==> config.mk <==
export PLATFORM = sky130hd
export DESIGN_NAME = period_meter
export DESIGN_NICKNAME = d
export VERILOG_FILES = /design/src/rtl/period_meter_pkg.sv /design/src/rtl/sync_edge_detect.sv /design/src/rtl/period_meter.sv
export SDC_FILE = /design/constraint.sdc
export NUM_CORES = 1
export LEC_CHECK = 0
export BUFFER_PORTS_ARGS = -buffer_cell sky130_fd_sc_hd__buf_2
export CAP_MARGIN = 20
export CELL_PAD_IN_SITES_DETAIL_PLACEMENT = 1
export CELL_PAD_IN_SITES_GLOBAL_PLACEMENT = 1
export CORE_ASPECT_RATIO = 1.1
export CORE_UTILIZATION = 45
export CTS_CLUSTER_SIZE = 14
export DETAILED_ROUTE_END_ITERATION = 8
export GPL_TIMING_DRIVEN = 1
export PLACE_DENSITY_LB_ADDON = 0.1
export SETUP_SLACK_MARGIN = 0.4
export SYNTH_ARGS = -nofsm -noshare
export SYNTH_HDL_FRONTEND = slang
export SYNTH_SLANG_ARGS = --single-unit
==> constraint.sdc <==
create_clock -name clkcnt -period 1.9 [get_ports clkcnt]
set_input_delay 0.19 -clock clkcnt [delete_from_list [all_inputs] [get_ports clkcnt]]
set_output_delay 0.19 -clock clkcnt [all_outputs]
set_load 0.05 [all_outputs]
==> src/rtl/period_meter_pkg.sv <==
// period_meter_pkg: shared types and constants for the period meter.
// The state type is shared by the top level and any debug logic that
// wants to observe the measurement FSM.
package period_meter_pkg;

   typedef enum logic {
      IDLE    = 1'b0,
      MEASURE = 1'b1
   } pm_state_t;

   // Two flops is the least that gives a metastability-safe synchroniser.
   localparam int PM_SYNC_MIN = 2;

endpackage

==> src/rtl/sync_edge_detect.sv <==
// sync_edge_detect: brings an asynchronous level into the clk domain through
// a SYNC_STAGES flop chain, then flags each 0->1 transition with a
// registered one-cycle pulse on rise.
module sync_edge_detect
   import period_meter_pkg::*;
#(
   parameter int SYNC_STAGES = 2
)
(
   input  logic clk,
   input  logic rst,
   input  logic d,
   output logic rise
);

   // A request for fewer stages than the safe minimum is quietly raised to it.
   localparam int STAGES = (SYNC_STAGES < PM_SYNC_MIN) ? PM_SYNC_MIN : SYNC_STAGES;

   logic [STAGES-1:0] syncChain_q;
   logic              prevLevel_q;
   logic              rise_q;

   // Shift the input through the synchroniser and compare the settled level
   // with its previous value to produce the rising-edge pulse.
   always_ff @(posedge clk or posedge rst) begin
      if (rst) begin
         syncChain_q <= '0;
         prevLevel_q <= 1'b0;
         rise_q      <= 1'b0;
      end else begin
         syncChain_q <= {syncChain_q[STAGES-2:0], d};
         prevLevel_q <= syncChain_q[STAGES-1];
         rise_q      <= syncChain_q[STAGES-1] & ~prevLevel_q;
      end
   end

   assign rise = rise_q;

endmodule

==> src/rtl/period_meter.sv <==
// period_meter: counts clkcnt cycles between consecutive rising edges of the
// asynchronous sig_in and offers each period on a valid/ready output, with a
// flag when the count saturated at all-ones.
// Optional feature: define PERIOD_METER_OVERRUN_EN to add the sticky
// overrun output that records a measurement dropped while the consumer stalled.
module period_meter
   import period_meter_pkg::*;
#(
   parameter int COUNT_WIDTH = 16,
   parameter int SYNC_STAGES = 2
)
(
   input  logic                   rst,
   input  logic                   clkcnt,
   input  logic                   sig_in,
   input  logic                   meas_ready,
   output logic [COUNT_WIDTH-1:0] meas,
   output logic                   meas_valid,
   output logic                   meas_sat,
   output logic                   busy
`ifdef PERIOD_METER_OVERRUN_EN
   ,
   output logic                   overrun
`endif
);

   localparam logic [COUNT_WIDTH-1:0] COUNT_MAX = '1;
   localparam logic [COUNT_WIDTH-1:0] COUNT_ONE = COUNT_WIDTH'(1);

   logic                   sigEdge;
   pm_state_t              state_q;
   logic [COUNT_WIDTH-1:0] count_q;
   logic [COUNT_WIDTH-1:0] count_d;
   logic [COUNT_WIDTH-1:0] meas_q;
   logic                   measValid_q;
   logic                   measSat_q;
   logic                   capture;
   logic                   transfer;
   logic                   accept;

   sync_edge_detect #(
      .SYNC_STAGES (SYNC_STAGES)
   ) uSyncEdge (
      .clk  (clkcnt),
      .rst  (rst),
      .d    (sig_in),
      .rise (sigEdge)
   );

   // The first edge only arms the block; later edges close a period.
   assign capture  = (state_q == MEASURE) && sigEdge;
   assign transfer = measValid_q && meas_ready;
   assign accept   = capture && (!measValid_q || meas_ready);

   // Next counter value: restart at 1 on any edge, otherwise count up and
   // stick at all-ones so long gaps read as saturated rather than wrapping.
   always_comb begin
      count_d = count_q;
      case (state_q)
         IDLE: begin
            if (sigEdge) count_d = COUNT_ONE;
         end
         MEASURE: begin
            if (sigEdge)                 count_d = COUNT_ONE;
            else if (count_q != COUNT_MAX) count_d = count_q + COUNT_ONE;
         end
         default: count_d = count_q;
      endcase
   end

   // Measurement FSM and period counter; once armed the block stays in
   // MEASURE until reset.
   always_ff @(posedge clkcnt or posedge rst) begin
      if (rst) begin
         state_q <= IDLE;
         count_q <= '0;
      end else begin
         count_q <= count_d;
         if (sigEdge) state_q <= MEASURE;
      end
   end

   // Output holding register: a capture loads it when it is empty or being
   // read this cycle; otherwise the held value wins and the new one is lost.
   always_ff @(posedge clkcnt or posedge rst) begin
      if (rst) begin
         meas_q      <= '0;
         measValid_q <= 1'b0;
         measSat_q   <= 1'b0;
      end else if (accept) begin
         meas_q      <= count_q;
         measSat_q   <= (count_q == COUNT_MAX);
         measValid_q <= 1'b1;
      end else if (transfer) begin
         measValid_q <= 1'b0;
      end
   end

   assign meas       = meas_q;
   assign meas_valid = measValid_q;
   assign meas_sat   = measSat_q;
   assign busy       = (state_q == MEASURE);

`ifdef PERIOD_METER_OVERRUN_EN
   logic drop;
   logic overrun_q;

   assign drop = capture && measValid_q && !meas_ready;

   // Sticky record of a lost measurement, cleared by a clean read.
   always_ff @(posedge clkcnt or posedge rst) begin
      if (rst)           overrun_q <= 1'b0;
      else if (drop)     overrun_q <= 1'b1;
      else if (transfer) overrun_q <= 1'b0;
   end

   assign overrun = overrun_q;
`endif

endmodule

---- Yosys cells after proc, flatten, opt, wreduce, memory -nomap -nowiden ----
Cells that the tools add are included.
operators by class
  $add $sub $neg .......................... 1
  equality and inequality tests ........... 4
  multiplexer cells ....................... 6
  bitwise gates (word level) .............. 3
  reductions and logical operators ........ 7
operators by type and width
  cell                                           number
  two-way mux 16 bit                             3
  one-hot mux 16 bit (2 select lines)            1
  adder 16 x 1 -> 16 bit, second input constant  1
  equality test 16 bit, second input constant    1
  != test 16 bit, second input constant          1
  logical AND 1 bit                              3
  != test 3 x 1 -> 1 bit, second input constant  1
  two-way mux 1 bit                              2
  != test 2 x 1 -> 1 bit, second input constant  1
  inverter 1 bit                                 2
  AND reduction 2 bit                            1
  nonzero test 2 bit                             1
  AND 1 bit                                      1
  zero test 1 bit                                1
  logical OR 1 bit                               1
word-level totals
  flip-flop bits (word level) ............. 39
  input port bits ......................... 4
  output and inout port bits .............. 19
  word-level logic and storage cells ...... 29

---- Longest topological paths before layout ----
  depth after elaboration ................. 4
  gate-level depth with buffers ........... 6
  mapped depth without buffers ............ 5

---- Cells and area by module ----
Synthesis repeated with hierarchy kept, for this count alone.
second synthesis, totals
  cells, all modules ...................... 147
  area total of the unflattened synthesis .. 1767.9 um2
by module, submodules not included
  module            instances  cells each  area an instance (um2)  seq. area each (um2)
  period_meter      1          141         1650.3                  875.8
  sync_edge_detect  1          6           117.6                   100.1

---- Worst setup path after synthesis ----
Ideal clock, no wire load.
  kind .................................... register to register
  from .................................... register state_q, in the netlist busy
  to ...................................... register meas_q[0], in the netlist meas[0]
  setup time .............................. 125 ps
  arrival time ............................ 1887 ps
  required time ........................... 1775 ps
  slack ................................... -111 ps
  stages on the path, launching flop included .. 7
  path buffers ............................ 3
  period minus slack after synthesis ...... 2011 ps
  cells stage by stage .................... dfrtp_1 -> buf_4 -> nand2_1 -> nor2b_1 -> clkbuf_1 -> buf_2 -> mux2_2
on the way
  longest elaborated chain between the ends .. 2
RTL lines
  what                    RTL line            source
  from (decl)             period_meter.sv:31  pm_state_t state_q;
  from (signal assigned)  period_meter.sv:75  state_q <= IDLE;
  from (signal assigned)  period_meter.sv:79  if (sigEdge) state_q <= MEASURE;
  logical AND 1 bit       period_meter.sv:51  assign capture = (state_q == MEASURE) && sigEdge;
  logical AND 1 bit       period_meter.sv:53  assign accept = capture && (!measValid_q || meas_ready);
  to (signal assigned)    period_meter.sv:91  meas_q <= count_q;
  to (decl)               period_meter.sv:34  logic [COUNT_WIDTH-1:0] meas_q;
No other way between the ends.
A chain may end at the register's enable or synchronous reset.

---- Worst setup path in the final report ----
  from .................................... register count_q[14]
  to ...................................... register count_q[3]
on the way
  longest elaborated chain between the ends .. 3
RTL lines
  what                              RTL line            source
  from (decl)                       period_meter.sv:32  logic [COUNT_WIDTH-1:0] count_q;
  from (signal assigned)            period_meter.sv:78  count_q <= count_d;
  != test 16 bit                    period_meter.sv:65  else if (count_q != COUNT_MAX) count_d = count_q + COUNT_ONE;
  != test 3 x 1 -> 1 bit (no line)  n/a
  AND reduction 2 bit (no line)     n/a
No other way between the ends.

==> flow_summary.ini <==
[global_route]
grt_pass1_vias = 1618
antenna_found_initial = 0
track_usage_pct = 30.3
grt_pass1_wl_mm = 8.47
grt.overflow.total = 0
grt_max_degree = 40

[sta]
fin_crit_sh_pct = 94.1
setup_tns_ns = 0
rsz0062_at_grt = yes
finClkSkew_ns = 0.00973
hold_violations = 0
slew_headroom_pct = 65.7
tightest_slew_ns = 0.514
report.final.setup_viol = 0
maxSlewViolCount = 0
period_needed_ns = 1.79
max_freq_ghz = 0.559

[synthesis]
synth_nets = 151
netlist_instances = 146
synth_compound_area_share_pct = 8.10
yosys-mux-area-fraction_pct = 12.3
synthXorXnorAreaFrac_pct = 0
ys_seq_elements = 39
avgSynthCellArea_sq_um = 11.7
synth_ff_type = dfrtp_1
yosysSeqAreaShare_pct = 56.9
synth_edf_count = 0
synth_fa_ha_area_share_pct = 0.729
async_reset_ff_share_pct = 100
synth_top_family_by_area = simple AND/OR/NAND/NOR gates
yosysUniqueCellTypes = 33
yosys.area_share.simple_pct = 18.5
syn_area_sq_um = 1720
ys_warn_count = 0

[critical_path]
critPathKind = register to register
arrival_ns = 1.97
reg2reg_slack_ns = 0.11
cp-start-kind = register
rr_worst_depth = 6
critPathCaptureType = register
path_max_fanout = 5
r2r_start = count_q[14]$_DFFE_PP0P_
rr_endpoint = count_q[3]$_DFFE_PP0P_
worst_ep_required_time_ns = 2.08
setup.worst_path.start = count_q[14]$_DFFE_PP0P_

[floorplan]
core_area_sq_um = 3650
die_h_microns = 66.8
num_rows = 23
die-area_sq_um = 4060
io_pins = 23
initial_core_util_pct = 46.9
fp.dieW_microns = 60.9

[min_path]
hold_path_class = input port to asynchronous set/reset pin

[clock_network]
numCtsBuffers = 5
clkTransAtPathRegs_ns = 0.08
cts_buffer_depth = 2
clock_latency_ns = 0.30
cts_tree = built
cts_sinks = 39
htreeDepth = 2
ctsRootBufferMaster = clkbuf_8

[drt]
wl_mm = 6.23
antenna_left = 0
routed-via-count = 1550
initialDrtViolationCount = 75
wire_per_inst_microns = 23.6
drt_pass1_iterations = 4
drc = 0
vias_per_cell = 5.87

[outcome]
status = complete, no violations

[placed_design]
hpwl_mm = 2.87
place.gp.congestion = 0.795
post-place-cells = 223
place_area_sq_um = 1990
io_buffers = 22

[pwr]
leakagePower_uw = 0.00122
irDropWorstVdd_mv = 0.814
powerDensity_nw_per_um2 = 946

[final_layout]
postLayoutCoreUtil_pct = 70.7
final_common_cell = dfrtp_1
final_area_sq_um = 2580
final_cell_mix = dfrtp_1 (34), buf_4 (32), buf_2 (23)
final_layout_size_suffix_gt1_share_pct = 54.2
diodes = 0
nNetsFinal = 218
final-instance-count-excl-fill = 264
syn_to_final_growth_pct = 50.6

[run]
drv_cap = 0
-- layer usage --
metal	vias to the layer above	global-route usage [%]	share of wire, %
li1	668	-	-
met1	797	34.3	38
met4	0	16.2	4.5
met3	22	5.44	4.2
met5	-	0	0
met2	63	52.7	53
-- registers in the layout, summed over array words and instances, names as in the netlist --
name                   flops
uSyncEdge.prevLevel_q      1
busy                       1
meas_sat                   1
meas                      16
meas_valid                 1
uSyncEdge.rise             1
count_q                   16
uSyncEdge.syncChain_q      2
-- synthesized netlist by cell type, types with 5 or more instances --
| master | instances | area share (%) |
|---|---|---|
| a21oi_1 | 9 | 2.6 |
| dfrtp_1 | 39 | 57 |
| mux2_1 | 12 | 7.9 |
| mux2_2 | 5 | 3.3 |
| nand2_1 | 8 | 1.8 |
| nand3_1 | 5 | 1.5 |
| nand4_1 | 5 | 1.8 |
| nor2_1 | 5 | 1.1 |
| nor3_1 | 6 | 1.8 |
| o31ai_1 | 6 | 2.6 |
| or4_1 | 6 | 2.6 |
-- cell families after synthesis --
group | Yosys count
fa+ha+maj | 1
mux | 19
buf+inv | 11
flops | 39
compound gates | 22
simple gates | 54
-- worst max path at each step --
stage	to	slack, ns	cells after the start
2_1_floorplan	count_q[14]$_DFFE_PP0P_	0.1	6
3_3_place_gp	count_q[14]$_DFFE_PP0P_	0.15	5
3_5_place_dp	count_q[14]$_DFFE_PP0P_	0.01	5
4_1_cts	count_q[14]$_DFFE_PP0P_	0.22	5
5_1_grt	count_q[13]$_DFFE_PP0P_	0.06	5
6_report	count_q[3]$_DFFE_PP0P_	0.11	6
-- power breakdown --
| part | total (uW) | leakage [uW] | switching [uW] | internal [uW] |
|---|---|---|---|---|
| registers | 992 | 0.000511 | 80.0 | 912 |
| logic | 724 | 0.000648 | 398 | 325 |
| clock network | 730 | 0.0000612 | 305 | 425 |
| total | 2450 | 0.00122 | 783 | 1660 |
-- worst max-delay path, cell delays in order, from the launching register on --
cell     delay [ns]
dfrtp_1        0.47
nand4_1        0.29
nor4_4         0.43
buf_6          0.19
buf_6          0.12
or3_4          0.12
a21oi_2        0.05
-- repair_timing --
action,4_1_cts,5_1_grt
gates cloned,1,1
setup endpoints to repair,33,33
gates resized for setup,19,24
hold endpoints to repair,1,0
hold buffers,1,0
pin swaps,19,13
setup buffers,24,6
-- area by class of cell --
class	instances	area, sq um
multi-input combinational	96	862
tap	50	62.6
fill	359	1070
sequential	39	982
timing repair buffer	68	548
clock buffer	6	82.6
clock inverter	2	35.0
inverter	3	11.3
-- through the flow --
stage / worst slack (ns) / hold slack (ns) / total power (uW)
2_1_floorplan: 0.0986 / 0.221 / 1320
3_3_place_gp: 0.150 / 0.299 / 1440
3_5_place_dp: 0.0101 / 0.309 / 1470
4_1_cts: 0.222 / 0.0213 / 2300
5_1_grt: 0.0630 / 0.0642 / 2520
6_report: 0.111 / 0.00597 / 2450
Power figures use the tool's default switching activity.
